### src/rtl/mem_replace_arbiter.sv
// Round-robin arbiter sharing mem_manager's single replace port between the host and the scrubber.
// Issues one-cycle replace strobes followed by a fixed holdoff gap; same-address collisions drop the scrub request.
module mem_replace_arbiter #(
  parameter int unsigned GAP_CYCLES = 16,
  parameter int unsigned CNT_W      = 16,
  parameter int unsigned ADDR_W     = 8,
  parameter int unsigned DATA_W     = 16
) (
  input  logic                       clk,
  input  logic                       rst,
  input  logic                       run,
  input  logic                       host_valid,
  input  logic [ADDR_W+DATA_W-1:0]   host_num,
  output logic                       host_ready,
  input  logic                       scrub_valid,
  input  logic [ADDR_W+DATA_W-1:0]   scrub_num,
  output logic                       scrub_ready,
  output logic                       scrub_dropped,
  output logic [ADDR_W+DATA_W-1:0]   mem_replace_num,
  output logic                       mem_replace_valid,
  output logic                       busy,
  output logic [CNT_W-1:0]           issue_count
);

  localparam int unsigned PKT_W = ADDR_W + DATA_W;
  localparam int unsigned HW    = (GAP_CYCLES > 1) ? $clog2(GAP_CYCLES) : 1;

  typedef enum logic [1:0] {
    IDLE,
    ISSUE,
    HOLDOFF
  } state_t;

  state_t          state;
  logic [HW-1:0]   hold_cnt;
  logic            last_grant_host;
  logic            same_addr_c;
  logic            host_win_c;

  // Address field occupies the packet MSBs; a collision lets the host overwrite and discards the scrub.
  assign same_addr_c = host_valid && scrub_valid &&
                       (host_num[PKT_W-1 -: ADDR_W] == scrub_num[PKT_W-1 -: ADDR_W]);
  assign host_win_c  = host_valid && (!scrub_valid || same_addr_c || !last_grant_host);

  always_ff @(posedge clk or posedge rst) begin
    if (rst) begin
      state             <= IDLE;
      hold_cnt          <= '0;
      last_grant_host   <= 1'b0;
      host_ready        <= 1'b0;
      scrub_ready       <= 1'b0;
      scrub_dropped     <= 1'b0;
      mem_replace_num   <= '0;
      mem_replace_valid <= 1'b0;
      busy              <= 1'b0;
      issue_count       <= '0;
    end else begin
      mem_replace_valid <= 1'b0;
      host_ready        <= 1'b0;
      scrub_ready       <= 1'b0;
      scrub_dropped     <= 1'b0;
      case (state)
        IDLE: begin
          if (run && (host_valid || scrub_valid)) begin
            state             <= ISSUE;
            busy              <= 1'b1;
            mem_replace_valid <= 1'b1;
            host_ready        <= host_win_c;
            scrub_ready       <= !host_win_c || same_addr_c;
            scrub_dropped     <= same_addr_c;
            mem_replace_num   <= host_win_c ? host_num : scrub_num;
            last_grant_host   <= host_win_c;
            if (issue_count != '1) begin
              issue_count <= issue_count + CNT_W'(1);
            end
          end
        end
        ISSUE: begin
          if (GAP_CYCLES == 0) begin
            state <= IDLE;
            busy  <= 1'b0;
          end else begin
            state    <= HOLDOFF;
            hold_cnt <= HW'(GAP_CYCLES - 1);
          end
        end
        HOLDOFF: begin
          if (hold_cnt == '0) begin
            state <= IDLE;
            busy  <= 1'b0;
          end else begin
            hold_cnt <= hold_cnt - HW'(1);
          end
        end
        default: begin
          state <= IDLE;
          busy  <= 1'b0;
        end
      endcase
    end
  end

endmodule
### config.mk
export PLATFORM = sky130hd
export DESIGN_NAME = mem_replace_arbiter
export DESIGN_NICKNAME = d
export VERILOG_FILES = /design/src/rtl/mem_replace_arbiter.sv
export SDC_FILE = /design/constraint.sdc
export NUM_CORES = 1
export LEC_CHECK = 0
export ABC_AREA = 1
export CORE_ASPECT_RATIO = 1.75
export CORE_MARGIN = 2
export CORE_UTILIZATION = 24
export DETAILED_ROUTE_END_ITERATION = 16
export PLACE_DENSITY_LB_ADDON = 0.05
export SLEW_MARGIN = 0
export SYNTH_ARGS = -nofsm -noshare
export SYNTH_HDL_FRONTEND = slang
export SYNTH_SLANG_ARGS = --single-unit
### constraint.sdc
create_clock -name clk -period 2.1 [get_ports clk]
set_clock_uncertainty 0.05 [all_clocks]
set_input_delay 0.315 -clock clk [delete_from_list [all_inputs] [get_ports clk]]
set_output_delay 0.315 -clock clk [all_outputs]
set_load 0.02 [all_outputs]
; After elaboration in Yosys (flattened, before gate mapping)
; Index checks and enable logic that the tools add are counted.
[op_classes]
add_sub_neg = 2
eq_ne = 7
muxes = 17
n_bitwise = 1
reduce_logical = 19
[ops]
columns = operator, n
row1 = $mux 24, 1
row2 = $add 16x1->16 const B, 1
row3 = $ne 16x16->1 const B, 1
row4 = $mux 1, 10
row5 = $eq 8x8->1, 1
row6 = $pmux 4 s2, 1
row7 = $ne 2x2->1 const B, 3
row8 = $pmux 2 s3, 1
row9 = $reduce_and 2->1, 3
row10 = $reduce_and 3->1, 2
row11 = $logic_and 1x1->1, 4
row12 = $logic_not 4->1, 1
row13 = $logic_or 1x1->1, 4
row14 = $mux 2, 2
row15 = $mux 4, 1
row16 = $sub 4x1->4 const B, 1
row17 = $logic_not 1->1, 3
row18 = $pmux 1 s3, 1
row19 = $eq 2x1->1 const B, 1
row20 = $eq 2x2->1 const B, 1
row21 = $logic_not 2->1, 1
row22 = $reduce_bool 2->1, 1
row23 = $not 1->1, 1
[word_totals]
reg_bits = 52
in_bits = 53
output_inout_bits = 45
wordCells = 56

; Depth between registers and ports, before layout
; Gate-level depths: netlist of the first run.
[depth]
depth_word = 9
ltp_mapped = 10
depth_no_buf = 9

; Worst setup path after synthesis of the first run
; No wires, ideal clock.
[synth_path]
kind = register -> register
start = register issue_count[0]
end = register issue_count[7]
setup_time_ns = 0.134
arrival_ns = 1.517
t_required_ns = 1.916
path_slack_ns = 0.400
path_stages_with_launch = 9
path_buffers = 1
cell_sequence = dfrtp_1 -> ha_1 -> nand3_1 -> nor3_1 -> nand3_1 -> nand2_1 -> buf_2 -> nor2_1 -> xor2_1
[synth_via]
elab_chain_len = 2
[synth_lines]
columns = item, line
row1 = from (decl), 22  ; output logic [CNT_W-1:0] issue_count
row2 = from (signal assigned), 74  ; issue_count <= issue_count + CNT_W'(1);
row3 = "parallel branches: the longest is 2 deep, another holds $add 16x1->16", -
; Parallel ways; which one is timed is not known.
; A chain may end at the register's enable or synchronous reset.

; Final worst setup path of the first run
[layout_path]
start = register issue_count[0]
end = register issue_count[3]
; Same word-level chain as after synthesis.

==> results_dict.tcl, run 1 <==
set metrics [dict create \
    met3_usage 0.03127 \
    syn_inst 306 \
    slew_viol_final 0 \
    layout.nets 464 \
    cp_max_fo 7 \
    reg2reg_from "issue_count[0]" \
    core_sq_mm 0.01152 \
    place_inst 537 \
    cts_made_buffers 5 \
    cts_root_buf "clkbuf_16" \
    synthDistinctLibCells 28 \
    grt-busiest-layer "met2" \
    worst_slack_ps 287.1 \
    clkSinkCount 52 \
    cp_cell_sequence "ha_1 > nand3_1 > nor3_1 > nand3_1 > nand2_2 > buf_4 > nor2_1 > xor2_1" \
    gr-usage-met2 0.2543 \
    vias 2498 \
    insertion_delay_ps 290 \
    clkTransAtPathRegs_ps 70 \
    initial_utilization 0.2458 \
    grt_pass1_vias 2655 \
    place_area_sq_mm 0.004040 \
    slew_headroom 0.7720 \
    use_met1 0.1458 \
    power.total_mw 4.560 \
    num_rows 52 \
    tritoncts "yes" \
    final_common_cell "clkdlybuf4s50_1" \
    tightest_slew_ps 339.1 \
    cp_slowest_stage_delay_ps 440 \
    startpoint_type "register" \
    avgSynthCellArea_sq_um 9.249 \
    ir_drop_uv 503.3 \
    status "completed" \
    path_class "register to register" \
    hpwl_mm 6.085 \
    syn_area_sq_mm 0.002830 \
    cp_slowest_cell "dfrtp_1" \
    die_area_sq_mm 0.01271 \
    final_cells 545 \
    antenna_found_initial 0 \
    antenna_cells 0 \
    r2r_slack_ps 290 \
    hp-class "input port to async pin" \
    worstPathRequired_ps 2230 \
    layout_common_cells "97 x clkdlybuf4s50_1, 68 x nand2_1, 52 x dfrtp_1" \
    wirelength_mm 8.138 \
    p_leak_nw 1.850 \
    ys_warn_count 0 \
    fin_crit_sh 0.8633 \
    crit_path_frequent_cell "nand3_1" \
    synth_fp_nets 361 \
    die_h_um 147.7 \
    reg2regPathDepth 8 \
    critPathCapture "issue_count[3]" \
    first_iter_violations 39 \
    die_x_um 86.09 \
    fin_crit_ps 1813 \
    clock_path_buffers 2 \
    tns_ps 0 \
    port_buffers 97 \
    worstSetupEndpointType "register" \
    maxCapViolCount 0 \
    cellPowerDensity_mw_per_mm2 1088 \
    vias_per_cell 4.583 \
    cts_setup_buffers 0 \
    fin_area_sq_mm 0.004193 \
    max_freq_mhz 551.6 \
    grt_first_pass_wirelength_mm 13.53 \
    critPathArrivalTime_ps 1940 \
    overflow 0 \
    drive_gt1_frac 0.1805 \
    antenna_left 0 \
    ios 98 \
    rsz0062_at_grt "false" \
    syn_to_final_growth_pct 48.14 \
    dr.pass1.iters 4 \
    grt_max_degree 53 \
    crit_path_start "issue_count[0]" \
    setup_viol 0 \
    timing.rr.end "issue_count[3]" \
    htree_levels 2 \
    ys_ff_latch 52 \
    dp_slack_ps 53.62 \
    wl_per_cell_um 14.93 \
    grt_use_total 0.1358 \
    drcViolationCount 0 \
    hold_viol_final 0 \
    yosysSeqAreaShare 0.4598 \
    routabilityCongestion 0.7335 \
]
-- worst max-delay path: cells and delay by family, from the launching register on --
| family | cells | cell delay, ps |
|---|---|---|
| and+or+nand+nor | 5 | 710 |
| adders and majority gates | 1 | 200 |
| xor gates and xnor gates | 1 | 140 |
| DFF | 1 | 440 |
| buffers and inverters | 1 | 150 |
-- sequential cells by signal, indices dropped and copies added, names as in the netlist --
| register | count |
|---|---|
| scrub_ready | 1 |
| mem_replace_valid | 1 |
| scrub_dropped | 1 |
| host_ready | 1 |
| mem_replace_num | 24 |
| busy | 1 |
| last_grant_host | 1 |
| issue_count | 16 |
| hold_cnt | 4 |
| state | 2 |
-- synthesized netlist by cell type, drive strengths merged --
cell type	instances	area, sq um
dfrtp	52	1301
or2	2	12.52
buf	8	71.31
ha	2	25.02
nand3	60	505.5
nor3	10	71.32
a31oi	2	12.51
nand2	71	276.5
o21ai	6	30.03
nand3b	1	7.510
xnor2	9	78.83
nand4	25	156.4
o31ai	1	7.510
nor2	18	72.57
clkbuf	7	26.28
xor2	8	70.07
inv	23	86.34
o21bai	1	18.77
-- where the power goes --
group          total (mW)  switching (mW)  internal (mW)
clock               0.858           0.381          0.476
sequential           1.60           0.251           1.35
combinational        2.11            1.10           1.01
total                4.56            1.73           2.83
-- layout make-up --
type / count / area [sq um]
timing repair buffer: 111 / 1139
tap: 135 / 168.9
clock inverter: 1 / 7.507
multi-input combinational: 216 / 1348
sequential: 52 / 1301
inverter: 23 / 86.33
fill: 1181 / 7323
clock buffer: 7 / 142.6
-- routing by layer --
metal	up-vias	share of wire
li1	1231	-
met2	69	0.56
met3	8	0.052
met4	0	0.017
met1	1190	0.37
met5	-	0
-- cell families after synthesis --
| group | count (synthesis) | share of synthesized area |
|---|---|---|
| xor+xnor | 17 | 0.05261 |
| flops | 52 | 0.4598 |
| simple gates | 187 | 0.3895 |
| compound gates | 10 | 0.02432 |
| fa+ha+maj | 2 | 0.008840 |
| buf+inv | 38 | 0.06499 |
-- stage by stage --
step                      hold WS [ps]    util
after global routing             394.4  0.3641
final                            343.4  0.3641
after global placement           416.2  0.3508
after CTS                        353.7  0.3639
after floorplan                  399.6       -
after detailed placement         420.4  0.3508
-- worst min-delay path by stage --
stage | endpoint | from
floorplan | last_grant_host | last_grant_host
global placement | last_grant_host | last_grant_host
detailed placement | last_grant_host | last_grant_host
CTS | hold_cnt[0] | rst
global route | hold_cnt[0] | rst
finish | mem_replace_num[23] | rst
-- repair_timing --
action	CTS	global route
endpoints found under the setup margin	0	5
resized for setup	0	1
hold buffers	0	0
No activity file was read; power rests on OpenSTA's default activity.
==> run 2, diff against run 1 <==
- clock period: 2.1 -> 2.2 ns (I/O delays scaled with it)
==> run 2 against run 1 <==
Non-clock buffer count is 2 lower; first-iteration DRC count is 62% higher; worst hold slack better by 12 ps; flip-flop and latch count stayed put; combinational power is 6% lower; final area is 0.60% lower; sequential share of layout area is 0.19 points higher.
==> results_dict.tcl, run 2 (synthesized netlist as in run 1, its figures left out) <==
set metrics [dict create \
    wl_per_cell_um 15.42 \
    critPathArrivalTime_ps 1930 \
    hpwl_mm 6.180 \
    insertion_delay_ps 290 \
    drive_gt1_frac 0.1765 \
    crit_family "simple AND/OR/NAND/NOR gates" \
    antenna_cells 0 \
    timing.rr.end "issue_count[7]" \
    fin_crit_sh 0.8177 \
    place_inst 535 \
    fill_cells 1193 \
    ios 98 \
    first_iter_violations 63 \
    cellPowerDensity_mw_per_mm2 1062 \
    vias_per_cell 4.575 \
    grt_use_total 0.1355 \
    slew_viol_final 0 \
    fin_crit_ps 1799 \
    initial_utilization 0.2458 \
    cts_made_buffers 5 \
    hold_viol_final 0 \
    largest_reg_flops 24 \
    wirelength_mm 8.371 \
    cts_root_buf "clkbuf_16" \
    hp-class "input port to async pin" \
    tritoncts "yes" \
    p_leak_nw 1.841 \
    crit_path_frequent_cell "nand3_1" \
    antenna_left 0 \
    die_area_sq_mm 0.01271 \
    ir_drop_uv 364.6 \
    setup_viol 0 \
    grt_pass1_vias 2494 \
    htree_levels 2 \
    num_rows 52 \
    clkSinkCount 52 \
    syn_to_final_growth_pct 47.26 \
    core_sq_mm 0.01152 \
    die_h_um 147.7 \
    dr.pass1.iters 4 \
    clock_path_buffers 2 \
    grt_first_pass_wirelength_mm 13.25 \
    largest_register "mem_replace_num" \
    layout_common_cells "97 x clkdlybuf4s50_1, 69 x nand2_1, 52 x dfrtp_1" \
    ctsResizeCount 0 \
    reg2regPathDepth 8 \
    rsz0062_at_grt "false" \
    grt_max_degree 53 \
    slew_headroom 0.7294 \
    maxCapViolCount 0 \
    path_class "input port to register" \
    antenna_found_initial 0 \
    vias 2484 \
    die_x_um 86.09 \
    holdBufCountCts 0 \
    port_buffers 97 \
    cp_slowest_cell "clkdlybuf4s50_1" \
    layout.nets 462 \
    cp_cell_sequence "clkdlybuf4s50_1 > inv_1 > nand2_1 > nand2_1 > nor2_1 > nand3_1 > o21bai_4 > nand2_4 > nand3_1 > nand3_1" \
    cp_slowest_stage_delay_ps 520 \
    overflow 0 \
    status "completed" \
    tightest_slew_ps 405.5 \
    cp_max_fo 24 \
    r2r_slack_ps 460 \
    path_buf_inv 2 \
    final_common_cell "clkdlybuf4s50_1" \
    worst_slack_ps 401.1 \
    drcViolationCount 0 \
    reg_top3 "mem_replace_num (24), issue_count (16), hold_cnt (4)" \
    worstSetupEndpointType "register" \
    worstPathRequired_ps 2330 \
    routabilityCongestion 0.7876 \
    max_freq_mhz 555.9 \
    fin_hold_ws_ps 355.7 \
    final_cells 543 \
    clkTransAtPathRegs_ps 70 \
    cts_setup_buffers 0 \
    reg2reg_from "issue_count[0]" \
    startpoint_type "input port" \
    dp_slack_ps 36.53 \
    tns_ps 0 \
]
==> run 2: stage by stage <==
| step | utilization | cell area, sq um | total power, mW |
|---|---|---|---|
| 4_1_cts | 0.3619 | 4168 | 4.516 |
| 5_1_grt | 0.3619 | 4168 | 4.729 |
| 2_1_floorplan | - | 2830 | 2.619 |
| 3_5_place_dp | 0.3473 | 4000 | 3.576 |
| 3_3_place_gp | 0.3473 | 4000 | 3.567 |
| 6_report | 0.3619 | 4168 | 4.428 |
==> run 2: area by class of cell <==
type	instances	area, sq um	share of cell area
multi-input combinational	216	1345	0.3227
clock buffer	5	125.1	0.03002
sequential	52	1301	0.3122
clock inverter	3	42.54	0.01021
tap	135	168.9	0.04053
inverter	23	86.33	0.02071
timing repair buffer	109	1099	0.2636
==> run 2: tightest hold or removal path: cells and delay by family <==
family / cells / cell delay (ps)
buffers and inverters: 3 / 760
==> run 2: metal layers <==
metal | global-route usage | vias up | routed length [um]
met5 | 0 | - | 0
met4 | 0.04841 | 0 | 167
met3 | 0.03183 | 9 | 428
met2 | 0.2391 | 72 | 4494
met1 | 0.1569 | 1173 | 3280
li1 | - | 1230 | -
==> run 2: where the power goes <==
group	internal [mW]	switching (mW)
combinational	0.932	1.06
sequential	1.28	0.237
clock	0.536	0.381
==> run 2: worst max path at each step <==
| stage | to | from | slack (ps) | cells past startpoint |
|---|---|---|---|---|
| floorplan | issue_count[7] | issue_count[0] | 500 | 8 |
| global placement | mem_replace_num[1] | host_valid | 70 | 7 |
| detailed placement | mem_replace_num[15] | scrub_num[21] | 40 | 10 |
| CTS | mem_replace_num[16] | scrub_num[21] | 380 | 10 |
| global route | mem_replace_num[5] | scrub_valid | 280 | 7 |
| finish | mem_replace_num[16] | host_num[23] | 400 | 10 |
==> run 3, diff against run 2 <==
- clock period: 2.2 -> 1.9 ns (I/O delays scaled with it)
==> run 3 against run 2 <==
Final cell count up 3.9%; critical path depth decreased by 8; core utilization is 1.7 points higher; sequential share of layout area down 1.4 points; non-clock buffer count increased by 21.
==> results_dict.tcl, run 3 (synthesized netlist as in run 1, its figures left out) <==
set metrics [dict create \
    ir_drop_uv 447.6 \
    worst_slack_ps 183.7 \
    hold_viol_final 0 \
    hp-class "input port to async pin" \
    cts_made_buffers 5 \
    clkTransAtPathRegs_ps 70 \
    ctsResizeCount 0 \
    p_leak_nw 1.961 \
    die_h_um 147.7 \
    status "completed" \
    slew_viol_final 0 \
    clkSinkCount 52 \
    seq_area_sq_mm 0.001301 \
    layout_common_cells "97 x clkdlybuf4s50_1, 69 x nand2_1, 52 x dfrtp_1" \
    ios 98 \
    tightest_slew_ps 366.2 \
    antenna_cells 0 \
    worstPathRequired_ps 1560 \
    p_int_mw 3.288 \
    core_sq_mm 0.01152 \
    p_sw_frac 0.3713 \
    maxCapViolCount 0 \
    largest_register "mem_replace_num" \
    die_x_um 86.09 \
    vias 2556 \
    tritoncts "yes" \
    largest_reg_flops 24 \
    routabilityCongestion 0.7522 \
    initial_utilization 0.2458 \
    max_freq_mhz 582.7 \
    overflow 0 \
    cp_slowest_cell "clkdlybuf4s50_1" \
    die_area_sq_mm 0.01271 \
    first_iter_violations 68 \
    htree_levels 2 \
    dr.pass1.iters 4 \
    grt_first_pass_wirelength_mm 13.74 \
    holdBufCountCts 0 \
    vias_per_cell 4.532 \
    insertion_delay_ps 290 \
    reg2regPathDepth 10 \
    antenna_left 0 \
    grt_max_degree 53 \
    cp_max_fo 4 \
    fill_cells 1210 \
    reg_top3 "mem_replace_num (24), issue_count (16), hold_cnt (4)" \
    rsz0062_at_grt "false" \
    multi_input_area_sq_mm 0.001350 \
    cp_slowest_stage_delay_ps 600 \
    cts_root_buf "clkbuf_16" \
    num_rows 52 \
    cts_setup_buffers 0 \
    cp_cell_sequence "buf_4 > clkdlybuf4s50_1" \
    final_cells 564 \
    fin_crit_ps 1716 \
    p_seq_frac 0.333 \
    wl_per_cell_um 14.98 \
    grt_use_total 0.1389 \
    drive_gt1_frac 0.2168 \
    slew_headroom 0.7558 \
    clock_path_buffers 2 \
    clockPowerShare 0.200 \
    worstSetupEndpointType "output port" \
    place_inst 556 \
    syn_to_final_growth_pct 54.20 \
    hpwl_mm 6.328 \
    drcViolationCount 0 \
    p_switching_mw 1.942 \
    antenna_found_initial 0 \
    cellPowerDensity_mw_per_mm2 1198 \
    startpoint_type "register" \
    port_buffers 97 \
    wirelength_mm 8.447 \
    grt_pass1_vias 2689 \
    layout.nets 483 \
    path_class "register to output port" \
    critPathArrivalTime_ps 1380 \
    fin_crit_sh 0.9033 \
    setup_viol 0 \
    final_common_cell "clkdlybuf4s50_1" \
    dp_slack_ps -105.8 \
    comb_power_share 0.467 \
]
[run 3: power groups by stage]
stage / clock network (mW) / registers, mW / logic, mW
after floorplan: 0 / 2.13 / 0.905
after global placement: 0 / 1.77 / 2.47
after detailed placement: 0 / 1.77 / 2.49
after CTS: 1.09 / 1.75 / 2.50
after global routing: 1.13 / 1.80 / 2.66
final: 1.04 / 1.74 / 2.44
[run 3: critical path, delay by kind of cell (launching register included)]
| kind | cells | cell delay, ps |
|---|---|---|
| DFF | 1 | 360 |
| buffers and inverters | 2 | 730 |
[run 3: cell type report]
type,instances,share of cell area
inverter,23,0.01978
multi-input combinational,216,0.3093
timing repair buffer,130,0.2964
clock buffer,6,0.02953
sequential,52,0.2982
tap,135,0.03870
clock inverter,2,0.008028
[run 3: routing by layer]
metal,up-vias,global-route usage,routed length [um]
met3,6,0.03238,456
met5,-,0,0
met4,0,0.04286,112
met2,71,0.2605,4669
met1,1212,0.1502,3209
li1,1267,-,-
[run 3: stage by stage]
stage	hold WS [ps]	TNS, ps	total power, mW	utilization	area [sq um]
finish	320.9	0	5.230	0.3790	4364
global route	350.6	0	5.590	0.3790	4364
CTS	329.2	0	5.338	0.3785	4359
detailed placement	425.9	-2183	4.254	0.3643	4195
global placement	418.5	-1620	4.231	0.3643	4195
floorplan	373.9	0	3.033	-	2830
[run 3: path summary, 6_finish.rpt]
check / start / endpoint / slack [ps]
worst max-delay path: issue_count[12] / issue_count[12] / 180
worst min-delay path: rst / issue_count[14] / 320
worst max register to register: issue_count[1] / issue_count[8] / 220
worst min register to register: last_grant_host / last_grant_host / 440
max in group asynchronous: rst / mem_replace_num[5] / 1240
min in group clk: last_grant_host / last_grant_host / 440
